`config.mk`:
```
export PLATFORM = sky130hd
export DESIGN_NAME = rate_clk_ctrl
export DESIGN_NICKNAME = d
export VERILOG_FILES = /design/src/rtl/clk_div_pkg.sv /design/src/rtl/div_period_counter.sv /design/src/rtl/rate_clk_ctrl.sv
export SDC_FILE = /design/constraint.sdc
export NUM_CORES = 1
export LEC_CHECK = 0
export BUFFER_PORTS_ARGS = -buffer_cell sky130_fd_sc_hd__clkbuf_2
export CAP_MARGIN = 10
export CORE_ASPECT_RATIO = 2
export CORE_MARGIN = 2
export CORE_UTILIZATION = 45
export CTS_CLUSTER_DIAMETER = 50
export DETAILED_ROUTE_END_ITERATION = 12
export GPL_TIMING_DRIVEN = 0
export HOLD_SLACK_MARGIN = 0.1
export PLACE_DENSITY = 0.76
export SETUP_SLACK_MARGIN = 0.02
export SLEW_MARGIN = 20
export SYNTH_ARGS = -nofsm -noshare
export SYNTH_HDL_FRONTEND = slang
export SYNTH_SLANG_ARGS = --single-unit
export TNS_END_PERCENT = 100
```
`constraint.sdc`:
```
create_clock -name clk_i -period 2.6 [get_ports clk_i]
set_input_delay 0.13 -clock clk_i [delete_from_list [all_inputs] [get_ports clk_i]]
set_output_delay 0.13 -clock clk_i [all_outputs]
set_load 0.05 [all_outputs]
```
`src/rtl/clk_div_pkg.sv`:
```
// Shared definitions for the rate-controlled clock divider: controller states,
// the smallest legal divide ratio and the ratio loaded out of reset.
package clk_div_pkg;

  typedef enum logic [1:0] {
    ST_IDLE = 2'd0,
    ST_RUN  = 2'd1,
    ST_PEND = 2'd2
  } state_t;

  localparam int MIN_DIV       = 2;
  localparam int DEFAULT_DIV_C = 125;

endpackage

```
`src/rtl/div_period_counter.sv`:
```
// Period counter for the divider: counts 0..div_i-1 while run_i is high and
// reports the terminal count, the first count and the high-phase half.
module div_period_counter #(
  parameter int WIDTH = 8
) (
  input  logic             clk_i,
  input  logic             rst_i,
  input  logic             run_i,
  input  logic [WIDTH-1:0] div_i,
  output logic             tc_o,
  output logic             zero_o,
  output logic             phase_hi_o
);

  logic [WIDTH-1:0] count;
  logic [WIDTH:0]   low_len;

  // ceil(N/2) low cycles; the extra bit keeps N+1 from overflowing at the top ratio
  assign low_len    = ({1'b0, div_i} + (WIDTH + 1)'(1)) >> 1;
  assign phase_hi_o = ({1'b0, count} >= low_len);
  assign tc_o       = (count == (div_i - WIDTH'(1)));
  assign zero_o     = (count == '0);

  always_ff @(posedge clk_i) begin
    if (rst_i || !run_i || tc_o) begin
      count <= '0;
    end else begin
      count <= count + WIDTH'(1);
    end
  end

endmodule

```
`src/rtl/rate_clk_ctrl.sv`:
```
// Divided-clock generator whose ratio can be changed on the fly; a new ratio
// only ever takes effect on a period boundary, so no phase is ever truncated.
module rate_clk_ctrl
  import clk_div_pkg::*;
#(
  parameter int COUNTER_WIDTH = 8,
  parameter int DEFAULT_DIV   = DEFAULT_DIV_C
) (
  input  logic                     clk_i,
  input  logic                     rst_i,
  input  logic                     enable_i,
  input  logic [COUNTER_WIDTH-1:0] cfg_div_i,
  input  logic                     cfg_req_i,
  output logic                     cfg_ack_o,
  output logic                     cfg_err_o,
  output logic                     clk_o,
  output logic                     tick_o,
  output logic                     busy_o,
  output logic [COUNTER_WIDTH-1:0] div_o
);

  localparam logic [COUNTER_WIDTH-1:0] DIV_RST = COUNTER_WIDTH'(DEFAULT_DIV);
  localparam logic [COUNTER_WIDTH-1:0] DIV_MIN = COUNTER_WIDTH'(MIN_DIV);

  state_t                   state;
  logic [COUNTER_WIDTH-1:0] div_reg;
  logic [COUNTER_WIDTH-1:0] pend_div;
  logic                     req_ok;
  logic                     req_bad;
  logic                     tc;
  logic                     at_zero;
  logic                     phase_hi;

  // cfg_req_i is a one-cycle strobe with no back-pressure: every strobe is
  // answered by exactly one cfg_err_o, or folded into the next cfg_ack_o.
  assign req_ok  = cfg_req_i && (cfg_div_i >= DIV_MIN);
  assign req_bad = cfg_req_i && (cfg_div_i < DIV_MIN);
  assign busy_o  = (state != ST_IDLE);
  assign div_o   = div_reg;

  div_period_counter #(
    .WIDTH(COUNTER_WIDTH)
  ) u_period (
    .clk_i     (clk_i),
    .rst_i     (rst_i),
    .run_i     (busy_o),
    .div_i     (div_reg),
    .tc_o      (tc),
    .zero_o    (at_zero),
    .phase_hi_o(phase_hi)
  );

  always_ff @(posedge clk_i) begin
    if (rst_i) begin
      state     <= ST_IDLE;
      div_reg   <= DIV_RST;
      pend_div  <= DIV_RST;
      cfg_ack_o <= 1'b0;
      cfg_err_o <= 1'b0;
      clk_o     <= 1'b0;
      tick_o    <= 1'b0;
    end else begin
      cfg_ack_o <= 1'b0;
      cfg_err_o <= req_bad;
      clk_o     <= busy_o && phase_hi;
      tick_o    <= busy_o && at_zero;

      case (state)
        ST_IDLE: begin
          if (req_ok) begin
            div_reg   <= cfg_div_i;
            cfg_ack_o <= 1'b1;
          end
          if (enable_i) begin
            state <= ST_RUN;
          end
        end

        ST_RUN: begin
          if (tc) begin
            if (req_ok) begin
              div_reg   <= cfg_div_i;
              cfg_ack_o <= 1'b1;
            end
            state <= enable_i ? ST_RUN : ST_IDLE;
          end else if (req_ok) begin
            pend_div <= cfg_div_i;
            state    <= ST_PEND;
          end
        end

        ST_PEND: begin
          // A request landing on the boundary itself is the newest, so it wins
          if (tc) begin
            div_reg   <= req_ok ? cfg_div_i : pend_div;
            cfg_ack_o <= 1'b1;
            state     <= enable_i ? ST_RUN : ST_IDLE;
          end else if (req_ok) begin
            pend_div <= cfg_div_i;
          end
        end

        default: state <= ST_IDLE;
      endcase
    end
  end

endmodule

```
==> results.sh, run 1 <==
export IMPL_status="finished clean"
export IMPL_num_rows=33
export IMPL_post_route_drc_count=0
export IMPL_place_hpwl_um=3400
export IMPL_drt_total_wl_um=4530
export IMPL_grt_max_degree=11
export IMPL_finalCoreUtilization_pct=57.2
export IMPL_setup_viol=0
export IMPL_crit_required_ns=2.82
export IMPL_grt_pass1_vias=1723
export IMPL_crit_path_frequent_cell="buf_4"
export IMPL_clock_fmax_mhz=387
export IMPL_die_x_um=50.1
export IMPL_yosysSeqAreaShare_pct=31.4
export IMPL_ant_nets=0
export IMPL_worst_setup_path_type="reg2reg"
export IMPL_cp_max_fo=10
export IMPL_final_cell_mix="dfxtp_1 (28), nor2_1 (24), clkbuf_2 (24), ha_1 (16)"
export IMPL_ir_drop_uv=372
export IMPL_min_path_type="in2reg"
export IMPL_clk_pin_slew_ns=0.06
export IMPL_critPathCaptureType="flip-flop"
export IMPL_dieArea_um2=4820
export IMPL_drive_above_1_share_pct=27.0
export IMPL_synth_ff_type="dfxtp_1"
export IMPL_port_buffers=24
export IMPL_powerDensity_nw_per_um2=566
export IMPL_slew_headroom_pct=41.9
export IMPL_pre_cts_ws_ns=-0.0925
export IMPL_finalSetupTns_ns=0
export IMPL_cts_buffers=5
export IMPL_die_h_um=96.2
export IMPL_synthArstFlopShare_pct=0
export IMPL_p_leak_nw=0.994
export IMPL_nNetsFinal=290
export IMPL_critical_path_slowest_cell="dfxtp_4"
export IMPL_antenna_found_initial=0
export IMPL_synth_nets=248
export IMPL_synth_seq_cells=30
export IMPL_yosysWarnings=0
export IMPL_synth_area_um2=1910
export IMPL_start_util_pct=46.8
export IMPL_synth_cell_types=41
export IMPL_final_hold_viol_count=0
export IMPL_syn_avg_cell_area_um2=8.70
export IMPL_pin_count=25
export IMPL_diodes=0
export IMPL_drt_vias_per_instance=5.48
export IMPL_syn_instance_count=220
export IMPL_min_period_ns=2.58
export IMPL_cts_root_buf="clkbuf_8"
export IMPL_grt_overflow=0
export IMPL_grt_pass1_wl_um=7400
export IMPL_grt_use_total_pct=20.1
export IMPL_h_tree_depth=2
export IMPL_cts_tree="built"
export IMPL_wire_per_inst_um=14.4
export IMPL_vias=1725
export IMPL_layout_commonest_cell="dfxtp_1"
export IMPL_clk_latency_ns=0.29
export IMPL_clk_path_buf_depth=2
export IMPL_firstDrtPassIters=4
export IMPL_worst_pin_slew_ns=0.869
export IMPL_max_cap_violations=0
export IMPL_drv_slew=0
export IMPL_clkSinkCount=30
export IMPL_holdBufCountCts=0
export IMPL_arrival_ns=2.80
export IMPL_worst_slack_ns=0.0181
export IMPL_cp_start_kind="flip-flop"
export IMPL_min_period_over_period_pct=99.3
export IMPL_gp_congestion=0.861
export IMPL_worst_path_largest_cell_delay_ns=0.36
export IMPL_path_cells="inv_1 > ha_1 > buf_4 > xnor2_1 > a221oi_2 > a41oi_1 > nor3_2 > buf_4 > buf_4 > a211oi_4 > clkbuf_4 > nor3_1 > a21oi_1"
export IMPL_area_growth_pct=22.2
export IMPL_drt_iter0_drc=18
export IMPL_coreArea_um2=4090
export IMPL_synth_edf_count=0
export IMPL_skew_ns=0.00673
[power breakdown]
group / internal (W) / switching, W / total (W) / leakage, nW
clock: 0.000213 / 0.000180 / 0.000393 / 0.0482
sequential: 0.000492 / 0.0000314 / 0.000523 / 0.245
combinational: 0.000157 / 0.000250 / 0.000407 / 0.700
total: 0.000862 / 0.000461 / 0.00132 / 0.994
[stage by stage]
| step | area [um2] | total power [W] | std cells | hold slack [ns] |
|---|---|---|---|---|
| final | 2340 | 0.00132 | 315 | 0.101 |
| after CTS | 2220 | 0.00130 | 305 | 0.106 |
| after detailed placement | 2110 | 0.000901 | 296 | 0.404 |
| after floorplan | 1930 | 0.000811 | 220 | 0.277 |
| after global routing | 2340 | 0.00139 | 315 | 0.105 |
| after global placement | 2110 | 0.000890 | 296 | 0.402 |
[Yosys cell counts, drive strengths merged (3+ instances only)]
library cell	n	share of area [%]
or4	7	2.7
inv	11	2.2
and3	8	2.6
xor2	12	5.9
a211oi	3	1.7
o31a	6	2.7
mux2i	6	3.1
dfxtp	30	31
o21ai	4	1.0
buf	9	2.6
xnor2	11	5.0
ha	16	10
nand2	10	2.0
a21oi	10	2.6
nor2	25	4.9
mux2	7	4.1
nand3	9	2.4
nor3	10	2.6
nor4	3	1.3
nor3b	3	1.2
[metal layers]
layer / global-route usage (%) / share of wire (%) / wire length (um)
met1: 17.2 / 34 / 1520
met2: 40.5 / 58 / 2650
met3: 2.95 / 2.7 / 121
met4: 13.7 / 5.3 / 238
met5: 0 / 0 / 0
[what timing repair did]
item	4_1_cts	5_1_grt
setup buffers	1	9
setup endpoints to repair	8	15
gates cloned	0	1
pin swaps	5	7
gates resized for setup	1	11
[logic make-up (layout without fill, tap and decap cells)]
kind of cell    after synthesis  count (layout)  share of synthesized area (%)
xor+xnor                     23              23                           10.9
flops                        30              30                           31.4
compound gates               34              34                           12.6
simple gates                 82              82                           22.3
fa+ha+maj                    16              16                           10.5
buf+inv                      22              65                           5.10
mux                          13              13                           7.26
[final timing paths]
| kind | start | endpoint | slack [ns] | cells past startpoint |
|---|---|---|---|---|
| max | div_o[1] | pend_div[5] | 0.02 | 13 |
| min | cfg_req_i | cfg_err_o | 0.10 | 2 |
| max reg2reg | div_o[1] | pend_div[5] | 0.02 | 13 |
| min reg2reg | pend_div[7] | pend_div[7] | 0.50 | 2 |
[critical path: cells and delay by family (launching register included)]
kind	cells	cell delay, ns
fa+ha+maj	1	0.18
simple gates	2	0.15
xor+xnor	1	0.19
flops	1	0.36
compound gates	4	0.82
buf+inv	5	0.80
[registers in the layout, summed over array words and instances (netlist names)]
name	cells
cfg_ack_o	1
cfg_err_o	1
clk_o	1
div_o	8
pend_div	8
state	2
tick_o	1
u_period.count	8
[layout make-up]
type / count / area, um2
fillers: 351 / 1750
well taps: 52 / 65.1
clock buffers: 7 / 86.3
multi-input cells: 168 / 1270
flip-flops and latches: 30 / 608
inverters: 11 / 41.3
repair buffers: 35 / 200
plain buffers: 11 / 61.3
clock inverters: 1 / 5.00
Note: power is estimated with default switching activity, not from simulation.
==> run 2: changes to the inputs <==
- ABC_AREA: unset -> 1
==> run 2 against run 1 <==
  * Synthesized cell count is 45% higher
  * Critical path depth shrank 1
  * Clock power decreased by 12%
  * Highest routed layer unchanged
  * Critical endpoint is now div_o[4]
  * Largest power group is now combinational logic
  * Sequential power rose by 46%
==> results.sh, run 2 <==
export IMPL_diodes=0
export IMPL_ant_nets=0
export IMPL_synth_ff_type="dfxtp_1"
export IMPL_grtUsageMet2_pct=38.8
export IMPL_layout_commonest_cell="nand2_1"
export IMPL_arrival_ns=2.40
export IMPL_clock_fmax_mhz=447
export IMPL_clk_pin_slew_ns=0.06
export IMPL_start_util_pct=46.5
export IMPL_rr_startpoint="div_o[0]"
export IMPL_cts_buffers=5
export IMPL_cts_root_buf="clkbuf_8"
export IMPL_drv_slew=0
export IMPL_firstDrtPassIters=4
export IMPL_area_growth_pct=13.2
export IMPL_pin_count=25
export IMPL_clk_path_buf_depth=2
export IMPL_coreArea_um2=4600
export IMPL_met1_usage_pct=19.9
export IMPL_min_period_over_period_pct=86.1
export IMPL_p_leak_nw=1.22
export IMPL_skew_ns=0.00583
export IMPL_synth_cell_types=34
export IMPL_finalInstanceArea_um2=2420
export IMPL_num_rows=35
export IMPL_grt_max_degree=11
export IMPL_whs_ns=0.153
export IMPL_finalSetupTns_ns=0
export IMPL_antenna_found_initial=0
export IMPL_yosys_top_cells_area="dfxtp_1 (28%), nand2_1 (14%), ha_1 (9.4%), inv_1 (6.5%), nand3_1 (6.3%)"
export IMPL_setup_viol=0
export IMPL_die_h_um=102
export IMPL_finalCoreUtilization_pct=52.7
export IMPL_syn_avg_cell_area_um2=6.71
export IMPL_grt_setup_unrepaired="false"
export IMPL_met3_usage_pct=3.54
export IMPL_drive_above_1_share_pct=16.8
export IMPL_vias=2073
export IMPL_synthArstFlopShare_pct=0
export IMPL_clkSinkCount=30
export IMPL_ir_drop_uv=642
export IMPL_place_hpwl_um=4070
export IMPL_dieArea_um2=5360
export IMPL_status="finished clean"
export IMPL_synth_top_cell_by_area="dfxtp_1"
export IMPL_powerDensity_nw_per_um2=1210
export IMPL_syn_instance_count=319
export IMPL_cts_setup_buffers=0
export IMPL_grt_use_total_pct=21.3
export IMPL_die_x_um=52.8
export IMPL_grt_busiest_layer="met2"
export IMPL_worst_pin_slew_ns=0.420
export IMPL_yosysSeqAreaShare_pct=28.1
export IMPL_synth_most_common_cell="nand2_1"
export IMPL_cp_max_fo=9
export IMPL_synth_area_um2=2140
export IMPL_fillCellCount=490
export IMPL_grt_overflow=0
export IMPL_post_route_drc_count=0
export IMPL_drt_vias_per_instance=5.11
export IMPL_nNetsFinal=379
export IMPL_cp_start_kind="flip-flop"
export IMPL_yosysWarnings=0
export IMPL_final_hold_viol_count=0
export IMPL_max_cap_violations=0
export IMPL_yosys_top_cells_count="nand2_1 (82), inv_1 (37), nor2_1 (31)"
export IMPL_hold_start="cfg_div_i[4]"
export IMPL_synth_edf_count=0
export IMPL_drt_total_wl_um=4970
export IMPL_startpoint="div_o[0]"
export IMPL_h_tree_depth=2
export IMPL_crit_required_ns=2.76
export IMPL_synth_nets=347
export IMPL_port_buffers=24
export IMPL_grt_pass1_vias=1919
export IMPL_min_path_type="in2reg"
export IMPL_dpl_cell_area_um2=2330
export IMPL_worst_setup_path_type="reg2reg"
export IMPL_cts_tree="built"
export IMPL_gp_congestion=0.901
export IMPL_synth_top_area_share_pct=28.1
export IMPL_slew_headroom_pct=72.0
export IMPL_wire_per_inst_um=12.2
export IMPL_clk_latency_ns=0.28
export IMPL_grt_pass1_wl_um=8470
export IMPL_synth_seq_cells=30
export IMPL_critPathCaptureType="flip-flop"
export IMPL_min_period_ns=2.24
export IMPL_final_cell_mix="nand2_1 (82), inv_1 (37), nor2_1 (31), dfxtp_1 (30), nand3_1 (27)"
export IMPL_drt_iter0_drc=24
[run 2: cell count changes in the layout (fill, tap and decap cells not counted), sizes merged, moves of 7 or more]
cell and change:
o21ai +21, mux2 -7, inv +31, nand3 +19, nand2 +74, nor2 +13, buf -14, xnor2 -7
and3 -8, or4 -7
[run 2: logic make-up (layout without fill, tap and decap cells)]
family	count (synthesis)	after routing	synth area share, %
adders and majority gates	16	16	9.36
and+or+nand+nor	165	165	35.0
xor gates and xnor gates	12	12	4.91
DFF	30	30	28.1
AOI/OAI and AO/OA	45	45	12.0
buffers and inverters	51	83	10.6
[run 2: metrics by stage]
step                      std cells  total power, W  worst slack, ns
final                           406         0.00293            0.360
after global routing            406         0.00322            0.129
after CTS                       406         0.00295            0.215
after detailed placement        398         0.00259            0.236
after global placement          398         0.00255            0.281
after floorplan                 319         0.00221            0.295
[run 2: what timing repair did]
action / CTS / global route
hold endpoints to repair: 1 / 0
gates resized for setup: 0 / 1
setup endpoints to repair: 0 / 1
hold buffers: 1 / 0
[run 2: layout make-up]
type | count | area [um2] | share of cell area (%)
clock buffer | 5 | 68.8 | 2.84
buffer | 7 | 61.3 | 2.53
sequential | 30 | 601 | 24.8
tap | 55 | 68.8 | 2.84
clock inverter | 2 | 10.0 | 0.413
timing repair buffer | 25 | 130 | 5.37
inverter | 44 | 165 | 6.82
multi-input combinational | 238 | 1320 | 54.4
[run 2: path summary, 6_finish.rpt]
check / endpoint / slack, ns / cells past startpoint
min reg2reg: u_period.count[0] / 0.46 / 1
min: cfg_err_o / 0.15 / 4
max: div_o[4] / 0.36 / 12
max reg2reg: div_o[4] / 0.36 / 12
[run 2: worst max-delay path, stage by stage, from the launching register on]
cell	delay (ns)
dfxtp_1	0.44
inv_2	0.10
ha_1	0.34
nand2_1	0.08
inv_1	0.03
nor2_1	0.08
nand2_1	0.07
nor2_1	0.20
nand4_4	0.17
o22ai_4	0.30
nand2_4	0.14
nand2_1	0.09
nand3_1	0.08
[run 2: routing by layer]
metal / vias up / part of all wire (%)
met1: 924 / 35
met2: 38 / 55
met3: 23 / 2.7
met4: 0 / 7.3
li1: 1088 / -
met5: - / 0
[run 2: where the power goes]
part,switching (W),internal [W],total [W]
Sequential,0.000161,0.000600,0.000761
Combinational,0.00121,0.000611,0.00182
Clock,0.000165,0.000179,0.000344
Total,0.00154,0.00139,0.00293
